--- config.mk ---
export PLATFORM = sky130hd
export DESIGN_NAME = cell_fetch_sched_flat
export DESIGN_NICKNAME = d
export VERILOG_FILES = /design/src/rtl/cell_cache_pkg.sv /design/src/rtl/cell_fetch_sched_if.sv /design/src/rtl/cell_raster_cnt.sv /design/src/rtl/cell_fetch_sched.sv /design/src/flat_wrapper.sv
export SDC_FILE = /design/constraint.sdc
export NUM_CORES = 1
export LEC_CHECK = 0
export CAP_MARGIN = 0
export CELL_PAD_IN_SITES_DETAIL_PLACEMENT = 0
export CELL_PAD_IN_SITES_GLOBAL_PLACEMENT = 1
export CORE_MARGIN = 2
export CORE_UTILIZATION = 45
export CTS_CLUSTER_SIZE = 24
export DETAILED_ROUTE_END_ITERATION = 8
export GPL_TIMING_DRIVEN = 0
export HOLD_SLACK_MARGIN = 0.15
export PLACE_DENSITY = 0.88
export SETUP_SLACK_MARGIN = 0.15
export SLEW_MARGIN = 10
export SYNTH_ARGS = -nofsm -noshare
export SYNTH_HDL_FRONTEND = slang
export SYNTH_SLANG_ARGS = --single-unit
--- constraint.sdc ---
create_clock -name clk -period 2.85 [get_ports clk]
set_input_delay 0.7125 -clock clk [delete_from_list [all_inputs] [get_ports clk]]
set_output_delay 0.7125 -clock clk [all_outputs]
set_load 0.01 [all_outputs]
--- src/rtl/cell_cache_pkg.sv ---
// Shared types and default geometry for the cell cache / fetch scheduler slice.
package cell_cache_pkg;

   localparam int unsigned FRAME_COL_NUM_DFLT = 320;
   localparam int unsigned FRAME_ROW_NUM_DFLT = 240;
   localparam int unsigned CELL_COL_NUM_DFLT  = 8;
   localparam int unsigned CELL_ROW_NUM_DFLT  = 8;

   localparam int unsigned CELL_X_NUM = FRAME_COL_NUM_DFLT / CELL_COL_NUM_DFLT;
   localparam int unsigned CELL_Y_NUM = FRAME_ROW_NUM_DFLT / CELL_ROW_NUM_DFLT;
   localparam int unsigned CELL_TOTAL = CELL_X_NUM * CELL_Y_NUM;

   typedef enum logic [2:0] {
      IDLE,
      LOAD,
      ISSUE,
      DRAIN,
      DONE
   } sched_state_e;

   typedef struct packed {
      logic top;
      logic bottom;
      logic left;
      logic right;
   } cell_edge_t;

endpackage

--- src/rtl/cell_fetch_sched_if.sv ---
// Cell request handshake between the fetch scheduler (master) and the cell cache (slave).
interface cell_fetch_sched_if
   import cell_cache_pkg::*;
#(
   parameter int unsigned CELL_ADDR_W = 13
) ();

   logic                   cell_req_valid_o;
   logic                   cell_req_ready_i;
   logic [CELL_ADDR_W-1:0] cell_addr_o;
   cell_edge_t             cell_edge_o;

   modport master (
      output cell_req_valid_o,
      output cell_addr_o,
      output cell_edge_o,
      input  cell_req_ready_i
   );

   modport slave (
      input  cell_req_valid_o,
      input  cell_addr_o,
      input  cell_edge_o,
      output cell_req_ready_i
   );

endinterface

--- src/rtl/cell_raster_cnt.sv ---
// Raster-order col/row/linear-address counters with registered frame-edge flags.
module cell_raster_cnt
   import cell_cache_pkg::*;
#(
   parameter int unsigned CELL_X_NUM  = 40,
   parameter int unsigned CELL_Y_NUM  = 30,
   parameter int unsigned CELL_ADDR_W = 13
) (
   input  logic                   clk,
   input  logic                   rst_n,
   input  logic                   clr,
   input  logic                   adv,
   output logic [CELL_ADDR_W-1:0] addr,
   output cell_edge_t             cell_edge,
   output logic                   last
);

   localparam int unsigned COL_W = (CELL_X_NUM > 1) ? $clog2(CELL_X_NUM) : 1;
   localparam int unsigned ROW_W = (CELL_Y_NUM > 1) ? $clog2(CELL_Y_NUM) : 1;
   localparam logic [COL_W-1:0]       COL_LAST  = COL_W'(CELL_X_NUM - 1);
   localparam logic [ROW_W-1:0]       ROW_LAST  = ROW_W'(CELL_Y_NUM - 1);
   localparam logic [CELL_ADDR_W-1:0] ADDR_LAST = CELL_ADDR_W'(CELL_X_NUM * CELL_Y_NUM - 1);

   logic [COL_W-1:0] col, col_nxt;
   logic [ROW_W-1:0] row, row_nxt;
   logic             col_wrap;

   assign last = (addr == ADDR_LAST);

   always_comb begin
      col_wrap = (col == COL_LAST);
      col_nxt  = col_wrap ? '0 : col + COL_W'(1);
      row_nxt  = col_wrap ? row + ROW_W'(1) : row;
   end

   // Edge flags are computed from the next position so they stay registered alongside addr.
   always_ff @(posedge clk or negedge rst_n) begin
      if (!rst_n) begin
         col       <= '0;
         row       <= '0;
         addr      <= '0;
         cell_edge <= '0;
      end else if (clr) begin
         col       <= '0;
         row       <= '0;
         addr      <= '0;
         cell_edge <= '{top: 1'b1, bottom: (ROW_LAST == '0), left: 1'b1, right: (COL_LAST == '0)};
      end else if (adv && !last) begin
         col              <= col_nxt;
         row              <= row_nxt;
         addr             <= addr + CELL_ADDR_W'(1);
         cell_edge.top    <= (row_nxt == '0);
         cell_edge.bottom <= (row_nxt == ROW_LAST);
         cell_edge.left   <= (col_nxt == '0);
         cell_edge.right  <= (col_nxt == COL_LAST);
      end
   end

endmodule

--- src/rtl/cell_fetch_sched.sv ---
// Frame-level cell fetch scheduler: load handshake, credit-throttled raster issue, drain and done.
module cell_fetch_sched
   import cell_cache_pkg::*;
#(
   parameter int unsigned FRAME_COL_NUM      = 320,
   parameter int unsigned FRAME_ROW_NUM      = 240,
   parameter int unsigned CELL_COL_NUM       = 8,
   parameter int unsigned CELL_ROW_NUM       = 8,
   parameter int unsigned CELL_ADDR_W        = 13,
   parameter int unsigned PIPELINE_STAGE_NUM = 2
) (
   input  logic                      clk,
   input  logic                      rst_n,
   input  logic                      frame_rd_ready_i,
   output logic                      frame_rd_valid_o,
   cell_fetch_sched_if.master        req,
   input  logic                      cell_done_i,
   output logic                      frame_busy_o,
   output logic                      frame_done_o,
   output logic                      err_o
);

   localparam int unsigned X_NUM = FRAME_COL_NUM / CELL_COL_NUM;
   localparam int unsigned Y_NUM = FRAME_ROW_NUM / CELL_ROW_NUM;
   localparam int unsigned CRD_W = $clog2(PIPELINE_STAGE_NUM + 1);
   localparam logic [CRD_W-1:0] CRD_FULL = CRD_W'(PIPELINE_STAGE_NUM);

   sched_state_e     state;
   logic [CRD_W-1:0] credits, credits_nxt;
   logic             req_valid;
   logic             fire, done_ok, last;

   assign fire = req_valid & req.cell_req_ready_i;
   // A done with a full pool only counts if an accept frees a slot in the same cycle.
   assign done_ok = cell_done_i & ((credits != CRD_FULL) | fire);
   assign req.cell_req_valid_o = req_valid;

   always_comb begin
      credits_nxt = credits;
      if (fire && !done_ok)
         credits_nxt = credits - CRD_W'(1);
      else if (!fire && done_ok)
         credits_nxt = credits + CRD_W'(1);
   end

   cell_raster_cnt #(
      .CELL_X_NUM  (X_NUM),
      .CELL_Y_NUM  (Y_NUM),
      .CELL_ADDR_W (CELL_ADDR_W)
   ) u_raster (
      .clk       (clk),
      .rst_n     (rst_n),
      .clr       (state == LOAD),
      .adv       (fire),
      .addr      (req.cell_addr_o),
      .cell_edge (req.cell_edge_o),
      .last      (last)
   );

   always_ff @(posedge clk or negedge rst_n) begin
      if (!rst_n) begin
         state            <= IDLE;
         credits          <= CRD_FULL;
         req_valid        <= 1'b0;
         frame_rd_valid_o <= 1'b0;
         frame_busy_o     <= 1'b0;
         frame_done_o     <= 1'b0;
         err_o            <= 1'b0;
      end else begin
         credits          <= credits_nxt;
         frame_rd_valid_o <= 1'b0;
         frame_done_o     <= 1'b0;
         if (cell_done_i && !done_ok)
            err_o <= 1'b1;
         case (state)
            IDLE: begin
               if (frame_rd_ready_i) begin
                  state            <= LOAD;
                  frame_rd_valid_o <= 1'b1;
                  frame_busy_o     <= 1'b1;
               end
            end
            LOAD: begin
               state     <= ISSUE;
               req_valid <= (credits_nxt != '0);
            end
            ISSUE: begin
               if (fire && last) begin
                  state     <= DRAIN;
                  req_valid <= 1'b0;
               end else begin
                  req_valid <= (credits_nxt != '0);
               end
            end
            DRAIN: begin
               if (credits == CRD_FULL) begin
                  state        <= DONE;
                  frame_done_o <= 1'b1;
               end
            end
            DONE: begin
               state        <= IDLE;
               frame_busy_o <= 1'b0;
            end
            default: state <= IDLE;
         endcase
      end
   end

endmodule

--- src/flat_wrapper.sv ---
// flat-port wrapper written by rule: the top's interface ports become plain ports
module cell_fetch_sched_flat import cell_cache_pkg::*;
#(
   parameter int unsigned FRAME_COL_NUM      = 320,
   parameter int unsigned FRAME_ROW_NUM      = 240,
   parameter int unsigned CELL_COL_NUM       = 8,
   parameter int unsigned CELL_ROW_NUM       = 8,
   parameter int unsigned CELL_ADDR_W        = 13,
   parameter int unsigned PIPELINE_STAGE_NUM = 2
)
  (clk, rst_n, frame_rd_ready_i, frame_rd_valid_o, cell_done_i, frame_busy_o, frame_done_o, err_o, req_cell_req_valid_o, req_cell_addr_o, req_cell_edge_o, req_cell_req_ready_i);
  cell_fetch_sched_if #(.CELL_ADDR_W(CELL_ADDR_W)) req_i ();
  input  logic clk;
  input  logic rst_n;
  input  logic frame_rd_ready_i;
  output logic frame_rd_valid_o;
  input  logic cell_done_i;
  output logic frame_busy_o;
  output logic frame_done_o;
  output logic err_o;
  output wire logic [$bits(req_i.cell_req_valid_o)-1:0] req_cell_req_valid_o;
  output wire logic [$bits(req_i.cell_addr_o)-1:0] req_cell_addr_o;
  output wire logic [$bits(req_i.cell_edge_o)-1:0] req_cell_edge_o;
  input wire logic [$bits(req_i.cell_req_ready_i)-1:0] req_cell_req_ready_i;
  assign req_cell_req_valid_o = req_i.cell_req_valid_o;
  assign req_cell_addr_o = req_i.cell_addr_o;
  assign req_cell_edge_o = req_i.cell_edge_o;
  assign req_i.cell_req_ready_i = req_cell_req_ready_i;
  cell_fetch_sched #(.FRAME_COL_NUM(FRAME_COL_NUM), .FRAME_ROW_NUM(FRAME_ROW_NUM), .CELL_COL_NUM(CELL_COL_NUM), .CELL_ROW_NUM(CELL_ROW_NUM), .CELL_ADDR_W(CELL_ADDR_W), .PIPELINE_STAGE_NUM(PIPELINE_STAGE_NUM)) u_core (.clk(clk), .rst_n(rst_n), .frame_rd_ready_i(frame_rd_ready_i), .frame_rd_valid_o(frame_rd_valid_o), .req(req_i), .cell_done_i(cell_done_i), .frame_busy_o(frame_busy_o), .frame_done_o(frame_done_o), .err_o(err_o));
endmodule
After elaboration in Yosys (flattened, before gate mapping):

Index checks and enable logic that the tools add are counted.
Widths: inputs -> output; s select.

* reduce and logical (&&, ||, !) cells: 17
* shift operators: 0
* magnitude comparators: 0
* equal/unequal tests: 13
* multipliers: 0
* multiplexer cells: 24
* bitwise logic cells: 3
* div/mod/pow operators: 0
* $add $sub $neg: 5

Operator list (count)
* $mux 13: 2
* $mux 6: 3
* $mux 5: 3
* $add 13x1->13 const B: 1
* $eq 13x11->1 const B: 1
* $eq 6x6->1 const B: 2
* $pmux 3 s4: 1
* $mux 3: 3
* $mux 4: 2
* $reduce_bool 2->1: 4
* $add 6x1->6 const B: 1
* $eq 3x2->1 const B: 2
* $logic_not 6->1: 1
* $mux 1: 6
* $add 5x1->5 const B: 1
* $eq 5x5->1 const B: 1
* $logic_and 1x1->1: 5
* $logic_not 5->1: 1
* $mux 2: 2
* $ne 2x1->1 const B: 2
* $ne 2x2->1 const B: 2
* $pmux 1 s2: 2
* $eq 3x1->1 const B: 1
* $eq 3x3->1 const B: 1
* other kinds (9): 12

* bits in latches: 0
* ROM bits: 0
* memory bits (writable): 0
* register bits after elaboration: 38
* memories: 0

Longest topological paths before layout:

* depth in word-level cells: 9
* depth in mapped cells: 7

Hierarchy:

From an unflattened synthesis, not the netlist that was laid out.

* cells, all modules: 237
* area total of the unflattened synthesis: 2223.4 um2

By module, submodules not included
* cell_raster_cnt: area each 1734.2 um2, times used 1, cells each 189
* cell_fetch_sched: area each 489.2 um2, times used 1, cells each 48

Least setup slack after synthesis:

Ideal clock, no wire load.

* kind: reg2reg
* start point: register u_core.u_raster.addr[0]
* end point: register u_core.u_raster.col[4]
* buffers on the path: 1
* stages on the path, launching flop included: 8
* setup time: 78 ps
* clock period less this slack: 1822 ps
* slack: 1028 ps
* data arrival time: 1744 ps
* cell sequence: dfrtp_1 > ha_1 > and3_1 > nand4b_1 > clkbuf_1 > nand3_1 > nor4_1 > o21bai_1

* word-level cells in the longest chain between the ends: 4

Ends and longest elaborated chain
* from (decl): line cell_raster_cnt.sv:13 `output logic [CELL_ADDR_W-1:0] addr,`
* from (signal assigned): line cell_raster_cnt.sv:51 `addr <= addr + CELL_ADDR_W'(1);`
* $eq 13x11->1: line cell_raster_cnt.sv:28 `assign last = (addr == ADDR_LAST);`
* $logic_not 1->1: line cell_raster_cnt.sv:48 `end else if (adv && !last) begin`
* $logic_and 1x1->1: line cell_raster_cnt.sv:48
* $reduce_bool 2->1 (no source line)
* to (signal assigned): line cell_raster_cnt.sv:49 `col <= col_nxt;`
* to (decl): line cell_raster_cnt.sv:24 `logic [COL_W-1:0] col, col_nxt;`

No other way between the ends.
A chain may end at the register's enable or synchronous reset.

Final worst setup path:

* start point: input port req_cell_req_ready_i
* end point: register u_core.u_raster.addr[9]

* word-level cells in the longest chain between the ends: 3

Ends and longest elaborated chain
* from (decl): line flat_wrapper.sv:24 `input wire logic [$bits(req_i.cell_req_ready_i)-1:0] req_cell_req_ready_i;`
* $and 1x1->1: line cell_fetch_sched.sv:33 `assign fire = req_valid & req.cell_req_ready_i;`
* $logic_and 1x1->1: line cell_raster_cnt.sv:48
* $reduce_bool 2->1 (no source line)

No other way between the ends.

==> out/qor.yml <==
run_status: "finished, final reports clean"
reg2reg_slack_ns: 0.72
path_clk_slew_ns: 0.07
r2r_end: "u_core.u_raster.col[4]$_DFFE_PN0P_"
die_h_um: 71.5
numCtsBuffers: 5
synthArstFlopShare_pct: 100
via_per_inst: 5.50
grt_pass1_vias: 1611
clock_path_buffers: 2
setup.worst_path.class: "in -> reg"
fin_crit_sh_pct: 83.5
synth_compound_area_share_pct: 8.84
drt.antenna.violating_nets: 0
grt_setup_unrepaired: "false"
hold_viol_final: 0
setup_tns_ns: 0
htreeDepth: 2
io_pins: 27
total_power_mw: 1.87
sw_frac_of_total_pct: 36.7
synth_common_cells: "dfrtp_1 (37), nor2_1 (28), nand2_1 (16), xor2_1 (16), a21oi_1 (13)"
muxShareOfSynthArea_pct: 0.976
cp.arrival_ns: 2.55
ctsResizeCount: 0
yosysTopAreaCellShare_pct: 45.1
cts_tree: "yes"
start_util_pct: 46.8
syn_area_per_cell_um2: 9.59
combPwrFrac_pct: 36.3
grt_pass1_wl_mm: 7.80
insertion_delay_ns: 0.29
required_ns: 3.02
synth_fa_ha_area_share_pct: 3.66
die_x_um: 71.5
io_buffers: 26
hp-class: "in -> async"
syn_nets: 225
grt_max_degree: 21
fin_cells: 301
yosys_warnings: 0
grt-ovfl-total: 0
worst_pin_slew_ns: 0.644
cts_hold_buf: 0
grt.total_usage_pct: 19.4
p_per_area_nw_per_um2: 749
p_seq_share_pct: 42.7
crit_fanout: 10
synth_area_um2: 2050
post_cts.repair.setup_buffers: 0
yosysSeqAreaShare_pct: 46.4
finalSetupViolations: 0
yosysMostFrequentCell: "dfrtp_1"
hpwlAfterDp_mm: 3.14
synth_cell_types: 45
period_minus_slack_ns: 2.38
final_nets: 259
fin_worst_skew_ns: 0.00336
drv_slew: 0
p_leak_nw: 1.10
critPathLaunchType: "input pin"
ir_drop_uv: 553
drt-pass1-iter-count: 4
cts_sinks: 38
reg2reg_from: "u_core.u_raster.addr[0]$_DFFE_PN0P_"
synth_top_family_by_area: "simple AND/OR/NAND/NOR gates"
ys_ff_latch: 38
holdWs_ns: 0.384
slew_headroom_pct: 56.8
num_rows: 24
yosys.area_share.simple_pct: 26.6
synth-xor-area-share_pct: 10.2
yosys.area.top_type: "dfrtp_1"
synthCells: 214
root_buffer: "clkbuf_8"
core_um2: 4380
clkPwrFrac_pct: 21.0
die_area_um2: 5120
dp_cells: 293
vias: 1654
synth-main-ff-cell: "dfrtp_1"
route.detailed.drc: 0
drive_gt1_share_pct: 8.84
wl_per_cell_um: 14.8
p_int_mw: 1.18
cap_violations: 0
place_congestion: 0.742
fmax_mhz: 420
wirelength_mm: 4.45
end_kind: "register"
reg2reg_depth: 7
first_iter_violations: 124
syn2layout_area_growth_pct: 21.4
antenna_cells: 0
p_switching_mw: 0.684
synth_enable_flop_cells: 0
antenna_found_initial: 0
synthTopCellsByArea: "dfrtp_1 (45%), xor2_1 (6.8%), nor2_1 (5.1%)"
## worst max path at each step
stage                                         from                             endpoint  cells past startpoint
6_report                      req_cell_req_ready_i  u_core.u_raster.addr[9]$_DFFE_PN0P_                      7
5_1_grt                       req_cell_req_ready_i  u_core.u_raster.addr[9]$_DFFE_PN0P_                      7
4_1_cts                       req_cell_req_ready_i  u_core.u_raster.addr[7]$_DFFE_PN0P_                      7
3_5_place_dp                  req_cell_req_ready_i  u_core.u_raster.addr[9]$_DFFE_PN0P_                      7
3_3_place_gp                                 rst_n  u_core.u_raster.addr[7]$_DFFE_PN0P_                      1
2_1_floorplan  u_core.u_raster.addr[0]$_DFFE_PN0P_   u_core.u_raster.col[4]$_DFFE_PN0P_                      7
## cells by family after synthesis
logic type / after synthesis
fa+ha+maj: 6
compound gates: 28
mux: 2
buf+inv: 15
flops: 38
xor+xnor: 24
simple gates: 101
## power groups by stage
stage / registers, mW / logic [mW] / clock network, mW
3_3_place_gp: 0.801 / 0.660 / 0
3_5_place_dp: 0.806 / 0.677 / 0
4_1_cts: 0.797 / 0.687 / 0.398
2_1_floorplan: 0.805 / 0.410 / 0
6_report: 0.796 / 0.677 / 0.392
5_1_grt: 0.819 / 0.772 / 0.417
## cell usage in the layout (no fill, tap or decap), drive strengths merged, types with 2 or more instances in the layout
| cell | netlist | final |
|---|---|---|
| a31o | 2 | 2 |
| nor3b | 2 | 2 |
| nand2 | 16 | 16 |
| dfrtp | 37 | 37 |
| and2 | 5 | 5 |
| nor4b | 3 | 3 |
| and3 | 10 | 10 |
| a21oi | 13 | 13 |
| a211oi | 3 | 3 |
| nand4b | 2 | 2 |
| or3 | 2 | 2 |
| nand3b | 2 | 2 |
| o21ai | 3 | 3 |
| nor4 | 4 | 4 |
| nand3 | 12 | 12 |
| clkbuf | 7 | 14 |
| buf | 4 | 6 |
| nor3 | 3 | 3 |
| xnor2 | 8 | 8 |
| nor2 | 29 | 29 |
| nand4 | 5 | 5 |
| a31oi | 2 | 2 |
| inv | 4 | 4 |
| xor2 | 16 | 16 |
| clkdlybuf4s50 | 0 | 25 |
| mux2i | 2 | 2 |
| ha | 6 | 6 |
## layout make-up
cell class | instances | area, µm²
fill | 413 | 1890
multi-input combinational | 161 | 1030
sequential | 38 | 952
timing repair buffer | 27 | 283
clock buffer | 7 | 86.3
tap | 52 | 65.1
buffer | 11 | 51.3
inverter | 4 | 15.0
clock inverter | 1 | 5.00
## critical path, cell delays in order
cell	delay, ns
clkdlybuf4s50_1	0.51
and2_0	0.31
clkbuf_1	0.39
nand4_1	0.26
nor2_1	0.18
xnor2_1	0.13
nor2_1	0.05
## flip-flops by register name, indices dropped and copies added (netlist names)
signal	flops
u_core.u_raster.cell_edge	4
u_core.credits	2
u_core.u_raster.col	6
u_core.frame_rd_valid_o	1
u_core.u_raster.addr	13
u_core.req.cell_req_valid_o	1
u_core.state	3
u_core.u_raster.row	5
u_core.err_o	1
u_core.frame_done_o	1
u_core.frame_busy_o	1
## through the flow
step | area (µm²) | setup WS [ns] | utilization, %
finish | 2490 | 0.471 | 56.8
global route | 2490 | 0.269 | 56.8
CTS | 2490 | 0.475 | 56.8
detailed placement | 2400 | 0.169 | 54.7
global placement | 2380 | 0.104 | 54.2
floorplan | 2050 | 1.03 | -
## layer usage
| metal | vias up | GRT usage [%] | wire [µm] |
|---|---|---|---|
| li1 | 818 | - | - |
| met5 | - | 0 | 0 |
| met1 | 796 | 27.2 | 2190 |
| met2 | 33 | 30.2 | 2050 |
| met3 | 7 | 3.38 | 143 |
| met4 | 0 | 6.92 | 63 |
Note: power is estimated with default switching activity, not from simulation.
==> RTL edit 1, RTL diff (config.mk and constraints unchanged) <==
Put one more register stage on the output `err_o`, with the module's reset. The value now appears one clock later. The other outputs are not delayed to match.
--- a/src/rtl/cell_fetch_sched.sv
+++ b/src/rtl/cell_fetch_sched.sv
@@ -24,6 +24,8 @@
    localparam int unsigned Y_NUM = FRAME_ROW_NUM / CELL_ROW_NUM;
    localparam int unsigned CRD_W = $clog2(PIPELINE_STAGE_NUM + 1);
    localparam logic [CRD_W-1:0] CRD_FULL = CRD_W'(PIPELINE_STAGE_NUM);
+
+   logic err_s0;
 
    sched_state_e     state;
    logic [CRD_W-1:0] credits, credits_nxt;
@@ -65,13 +67,13 @@
          frame_rd_valid_o <= 1'b0;
          frame_busy_o     <= 1'b0;
          frame_done_o     <= 1'b0;
-         err_o            <= 1'b0;
+         err_s0           <= 1'b0;
       end else begin
          credits          <= credits_nxt;
          frame_rd_valid_o <= 1'b0;
          frame_done_o     <= 1'b0;
          if (cell_done_i && !done_ok)
-            err_o <= 1'b1;
+            err_s0 <= 1'b1;
          case (state)
             IDLE: begin
                if (frame_rd_ready_i) begin
@@ -107,5 +109,13 @@
       end
    end
 
+   always_ff @(posedge clk or negedge rst_n) begin
+      if (!rst_n) begin
+         err_o <= '0;
+      end else begin
+         err_o <= err_s0;
+      end
+   end
+
 endmodule
 
Formal check against the unedited RTL: not equivalent (Yosys sat finds a counterexample within 4 cycles, from zero or initial values and one cycle with rst_n low).
==> RTL edit 1 against the unedited design <==
Wire length fell by 6.4%; cell area rose by 1.1%; area after synthesis rose by 1.2%; sequential power grew 2%; total power is 1.1% higher; non-clock buffer count did not move; setup slack better by 40 ps; die area rose by 1.1%; sequential cell count is 1 higher.
==> RTL edit 1: results (changes against the unedited design) <==
outcome: "finished clean"  # unchanged
met1_length_um: 2100  # was 2190 µm
clock_skew_ps: 2.54  # was 3.36 ps
worstPathMaxFanout: 10  # unchanged
synth_common_cells: "38 x dfrtp_1, 28 x nor2_1, 16 x nand2_1, 16 x xor2_1, 13 x a21oi_1"  # was 37 x dfrtp_1, 28 x nor2_1, 16 x nand2_1, 16 x xor2_1, 13 x a21oi_1
drive_gt1_frac: 0.0880  # was 0.0884
grt_max_degree: 27  # was 21
first_pass_iters: 4  # unchanged
reg_top3: "u_core.u_raster.addr (13), u_core.u_raster.col (6), u_core.u_raster.row (5)"  # unchanged
cts_resized: 0  # unchanged
async_flop_share: 1.00  # unchanged
placed_cell_area_mm2: 0.00242  # was 0.00240 mm²
route.met3.wl_um: 172  # was 143 µm
r2r_slack_ps: 730
track_usage: 0.180  # was 0.194
post_cts.repair.setup_buffers: 0  # unchanged
setup_viol: 0  # unchanged
relSlewSlack: 0.562  # was 0.568
hpwlAfterDp_um: 2970  # was 3140 µm
rr_startpoint: "u_core.u_raster.addr[0]"  # unchanged
fillers: 415  # was 413
startpoint: "req_cell_req_ready_i"  # unchanged
cp_top_family: "buffers and inverters"  # unchanged
leakagePower_nw: 1.11  # was 1.10 nW
fin_cells: 302  # was 301
clock_path_buffers: 2  # unchanged
synth_fp_nets: 226  # was 225
internal_power_mw: 1.22  # was 1.18 mW
dr_wl_met2_um: 1830  # was 2050 µm
gp_congestion: 0.794  # was 0.742
num_vias: 1641  # was 1654
wl_per_cell_um: 13.8  # was 14.8 µm
nNetsFinal: 260  # was 259
drt_iter0_drc: 70  # was 124
ys_seq_area_frac: 0.470  # was 0.464
irDropWorstVdd_mv: 0.481  # was 0.553 mV
insertion_delay_ps: 290  # about the same
syn_avg_cell_area_um2: 9.66  # was 9.59 µm²
synthTopCellsByArea: "dfrtp_1 46%, xor2_1 6.7%, nor2_1 5.1%"  # was dfrtp_1 45%, xor2_1 6.8%, nor2_1 5.1%
worstPathArrival_ps: 2500  # was 2550 ps
grt_pass1_wl_um: 7230  # was 7800 µm
cts_root_buf: "clkbuf_8"  # unchanged
grt_pass1_vias: 1516  # was 1611
post-place-cells: 294  # was 293
## RTL edit 1: cell count changes after synthesis, sizes merged
cell and delta:
dfrtp +1
## RTL edit 1: logic make-up after synthesis
logic type / share of synthesized area
muxes: 0.00964
AOI/OAI and AO/OA: 0.0874
adders and majority gates: 0.0361
buffers and inverters: 0.0319
DFF: 0.470
and+or+nand+nor: 0.263
xor gates and xnor gates: 0.101
## RTL edit 1: cell type report
class,instances,area (µm²),share of cell area
repair buffers,27,275,0.109
flip-flops and latches,39,977,0.388
clock buffers,8,100,0.0398
plain buffers,11,51.3,0.0204
inverters,4,15.0,0.00596
well taps,52,65.1,0.0258
multi-input cells,161,1030,0.411
## RTL edit 1: path summary, 6_finish.rpt
check / cells past startpoint / to
min reg2reg: 0 / u_core.err_o
max: 7 / u_core.u_raster.addr[9]
min: 1 / u_core.u_raster.cell_edge[0]
max in group asynchronous: 2 / u_core.credits[1]
max reg2reg: 7 / u_core.u_raster.col[4]
min in group clk: 0 / u_core.err_o
## RTL edit 1: power groups by stage
stage	clock network [mW]	logic, mW	registers [mW]
finish	0.409	0.665	0.812
floorplan	0	0.410	0.821
detailed placement	0	0.670	0.821
global route	0.440	0.754	0.833
global placement	0	0.659	0.817
CTS	0.420	0.676	0.811
## RTL edit 1: routing by layer
| layer | vias up | track usage |
|---|---|---|
| li1 | 823 | - |
| met4 | 0 | 0.0671 |
| met1 | 780 | 0.264 |
| met3 | 7 | 0.0375 |
| met5 | - | 0 |
| met2 | 31 | 0.265 |
## RTL edit 1: stage by stage
step	power (mW)	setup WS (ps)	hold slack [ps]	util
floorplan	1.23	1030	355	-
global placement	1.48	79.7	373	0.544
CTS	1.91	507	326	0.570
detailed placement	1.49	219	371	0.548
finish	1.89	510	314	0.570
global route	2.03	356	347	0.570
==> RTL edit 2, RTL diff (same settings) <==
Made on the original files. `PIPELINE_STAGE_NUM` is set to 2 in 2 places; all go to 4.
--- a/src/rtl/cell_fetch_sched.sv
+++ b/src/rtl/cell_fetch_sched.sv
@@ -7,7 +7,7 @@
    parameter int unsigned CELL_COL_NUM       = 8,
    parameter int unsigned CELL_ROW_NUM       = 8,
    parameter int unsigned CELL_ADDR_W        = 13,
-   parameter int unsigned PIPELINE_STAGE_NUM = 2
+   parameter int unsigned PIPELINE_STAGE_NUM = 4
 ) (
    input  logic                      clk,
    input  logic                      rst_n,
--- a/src/flat_wrapper.sv
+++ b/src/flat_wrapper.sv
@@ -6,7 +6,7 @@
    parameter int unsigned CELL_COL_NUM       = 8,
    parameter int unsigned CELL_ROW_NUM       = 8,
    parameter int unsigned CELL_ADDR_W        = 13,
-   parameter int unsigned PIPELINE_STAGE_NUM = 2
+   parameter int unsigned PIPELINE_STAGE_NUM = 4
 )
   (clk, rst_n, frame_rd_ready_i, frame_rd_valid_o, cell_done_i, frame_busy_o, frame_done_o, err_o, req_cell_req_valid_o, req_cell_addr_o, req_cell_edge_o, req_cell_req_ready_i);
   cell_fetch_sched_if #(.CELL_ADDR_W(CELL_ADDR_W)) req_i ();
Behaviour: not the same (a bounded check fails within 10 cycles, from zero or initial values and one cycle with rst_n low).
==> RTL edit 2 against the unedited design <==
Die area increased by 6.4%; synthesized cell count increased by 13%; area after synthesis increased by 6.8%; cell area increased by 5.3%; non-clock buffer count increased by 1; sequential cell count increased by 1; setup slack got worse by 76 ps; register-to-register slack got worse by 120 ps; clock skew increased by 2.3 ps; total power increased by 6.8%; wire length increased by 7.3%; hold slack got worse by 63 ps; critical path type unchanged; critical endpoint is now u_core.u_raster.row[4].
==> RTL edit 2: results (changes against the unedited design) <==
outcome: "finished clean"  # unchanged
leakagePower_nw: 1.10  # about the same
drc: 0  # unchanged
first_pass_iters: 4  # unchanged
drive_gt1_frac: 0.0655  # was 0.0884
synth_fp_nets: 254  # was 225
grt_max_degree: 26  # was 21
route.met3.wl_um: 200  # was 143 µm
max_stage_delay_ps: 560  # was 510 ps
grt_pass1_wl_um: 8100  # was 7800 µm
dr_wl_met2_um: 2200  # was 2050 µm
ys.warnings.count: 0  # unchanged
met1_length_um: 2310  # was 2190 µm
diodes: 0  # unchanged
synthXorXnorAreaFrac: 0.0839  # was 0.102
reg_top3: "u_core.u_raster.addr (13), u_core.u_raster.col (6), u_core.u_raster.row (5)"  # unchanged
top_layer_used: "met4"  # unchanged
die-area_mm2: 0.00545  # was 0.00512 mm²
wl_um: 4780  # was 4450 µm
synthTopCellsByArea: "dfrtp_1 43%, xor2_1 5.6%, nor2_1 5.3%"  # was dfrtp_1 45%, xor2_1 6.8%, nor2_1 5.1%
irDropWorstVdd_mv: 0.396  # was 0.553 mV
synthAdderAreaFrac: 0.0457  # was 0.0366
worstPathArrival_ps: 2630  # was 2550 ps
crit_slowest_cell: "clkdlybuf4s50_1"  # unchanged
clock_skew_ps: 5.62  # was 3.36 ps
hpwlAfterDp_um: 3350  # was 3140 µm
relSlewSlack: 0.552  # was 0.568
gp_congestion: 0.794  # was 0.742
synthMuxAreaShare: 0  # was 0.00976
cts_buffers: 5  # unchanged
path_clk_slew_ps: 80
nNetsFinal: 287  # was 259
cp_top_family: "buffers and inverters"  # unchanged
h-tree-depth: 2  # unchanged
hold_class: "in -> async"  # unchanged
antenna_found_initial: 0  # unchanged
worstPathMaxFanout: 10  # unchanged
synth_common_cells: "38 x dfrtp_1, 31 x nor2_1, 23 x nand2_1"  # was 37 x dfrtp_1, 28 x nor2_1, 16 x nand2_1, 16 x xor2_1, 13 x a21oi_1
cts_resized: 0  # unchanged
grt_pass1_vias: 1698  # was 1611
viasPerCell: 5.45  # was 5.50
track_usage: 0.194  # about the same
clock_path_buffers: 2  # unchanged
insertion_delay_ps: 300
portBuffers: 25  # was 26
cts_tree: "done"  # unchanged
synth_cell_types: 46  # was 45
drt_iter0_drc: 138  # was 124
post_cts.repair.setup_buffers: 0  # unchanged
ys_seq_area_frac: 0.446  # was 0.464
cts_root_buf: "clkbuf_8"  # unchanged
synth-compound-area-share: 0.139  # was 0.0884
RTL edit 2: power by group:
part           internal [mW]  total [mW]  switching, mW
Clock                  0.172       0.372          0.200
Combinational          0.358       0.764          0.407
Sequential             0.692       0.856          0.164
Total                   1.22        1.99          0.771
RTL edit 2: path summary, 6_finish.rpt:
path / from / end / cells past startpoint / slack [ps]
setup / recovery: req_cell_req_ready_i / u_core.u_raster.row[4] / 7 / 390
hold / removal: rst_n / u_core.credits[1] / 1 / 320
setup reg to reg: u_core.u_raster.col[0] / u_core.u_raster.cell_edge[2] / 7 / 600
hold reg to reg: u_core.err_o / u_core.err_o / 1 / 500
max in group asynchronous: rst_n / u_core.credits[2] / 2 / 2000
min in group clk: u_core.err_o / u_core.err_o / 1 / 500
RTL edit 2: routing by layer:
metal	global-route usage	vias up
met4	0.0707	0
met3	0.0439	7
met5	0	-
met1	0.269	887
met2	0.297	44
li1	-	926
RTL edit 2: layout make-up:
class,count,area (µm²)
fill,450,2100
multi-input combinational,183,1130
sequential,39,977
timing repair buffer,26,265
tap,67,83.8
clock buffer,7,76.3
buffer,13,61.3
inverter,6,22.5
clock inverter,1,5.00
RTL edit 2: through the flow:
| step | power (mW) | utilization | cell area, µm² | cells | setup WS, ps |
|---|---|---|---|---|---|
| floorplan | 1.34 | - | 2190 | 241 | 916 |
| global placement | 1.60 | 0.535 | 2530 | 333 | 38.5 |
| detailed placement | 1.62 | 0.538 | 2540 | 334 | 103 |
| CTS | 2.00 | 0.555 | 2620 | 342 | 396 |
| global route | 2.15 | 0.555 | 2620 | 342 | 209 |
| finish | 1.99 | 0.555 | 2620 | 342 | 395 |
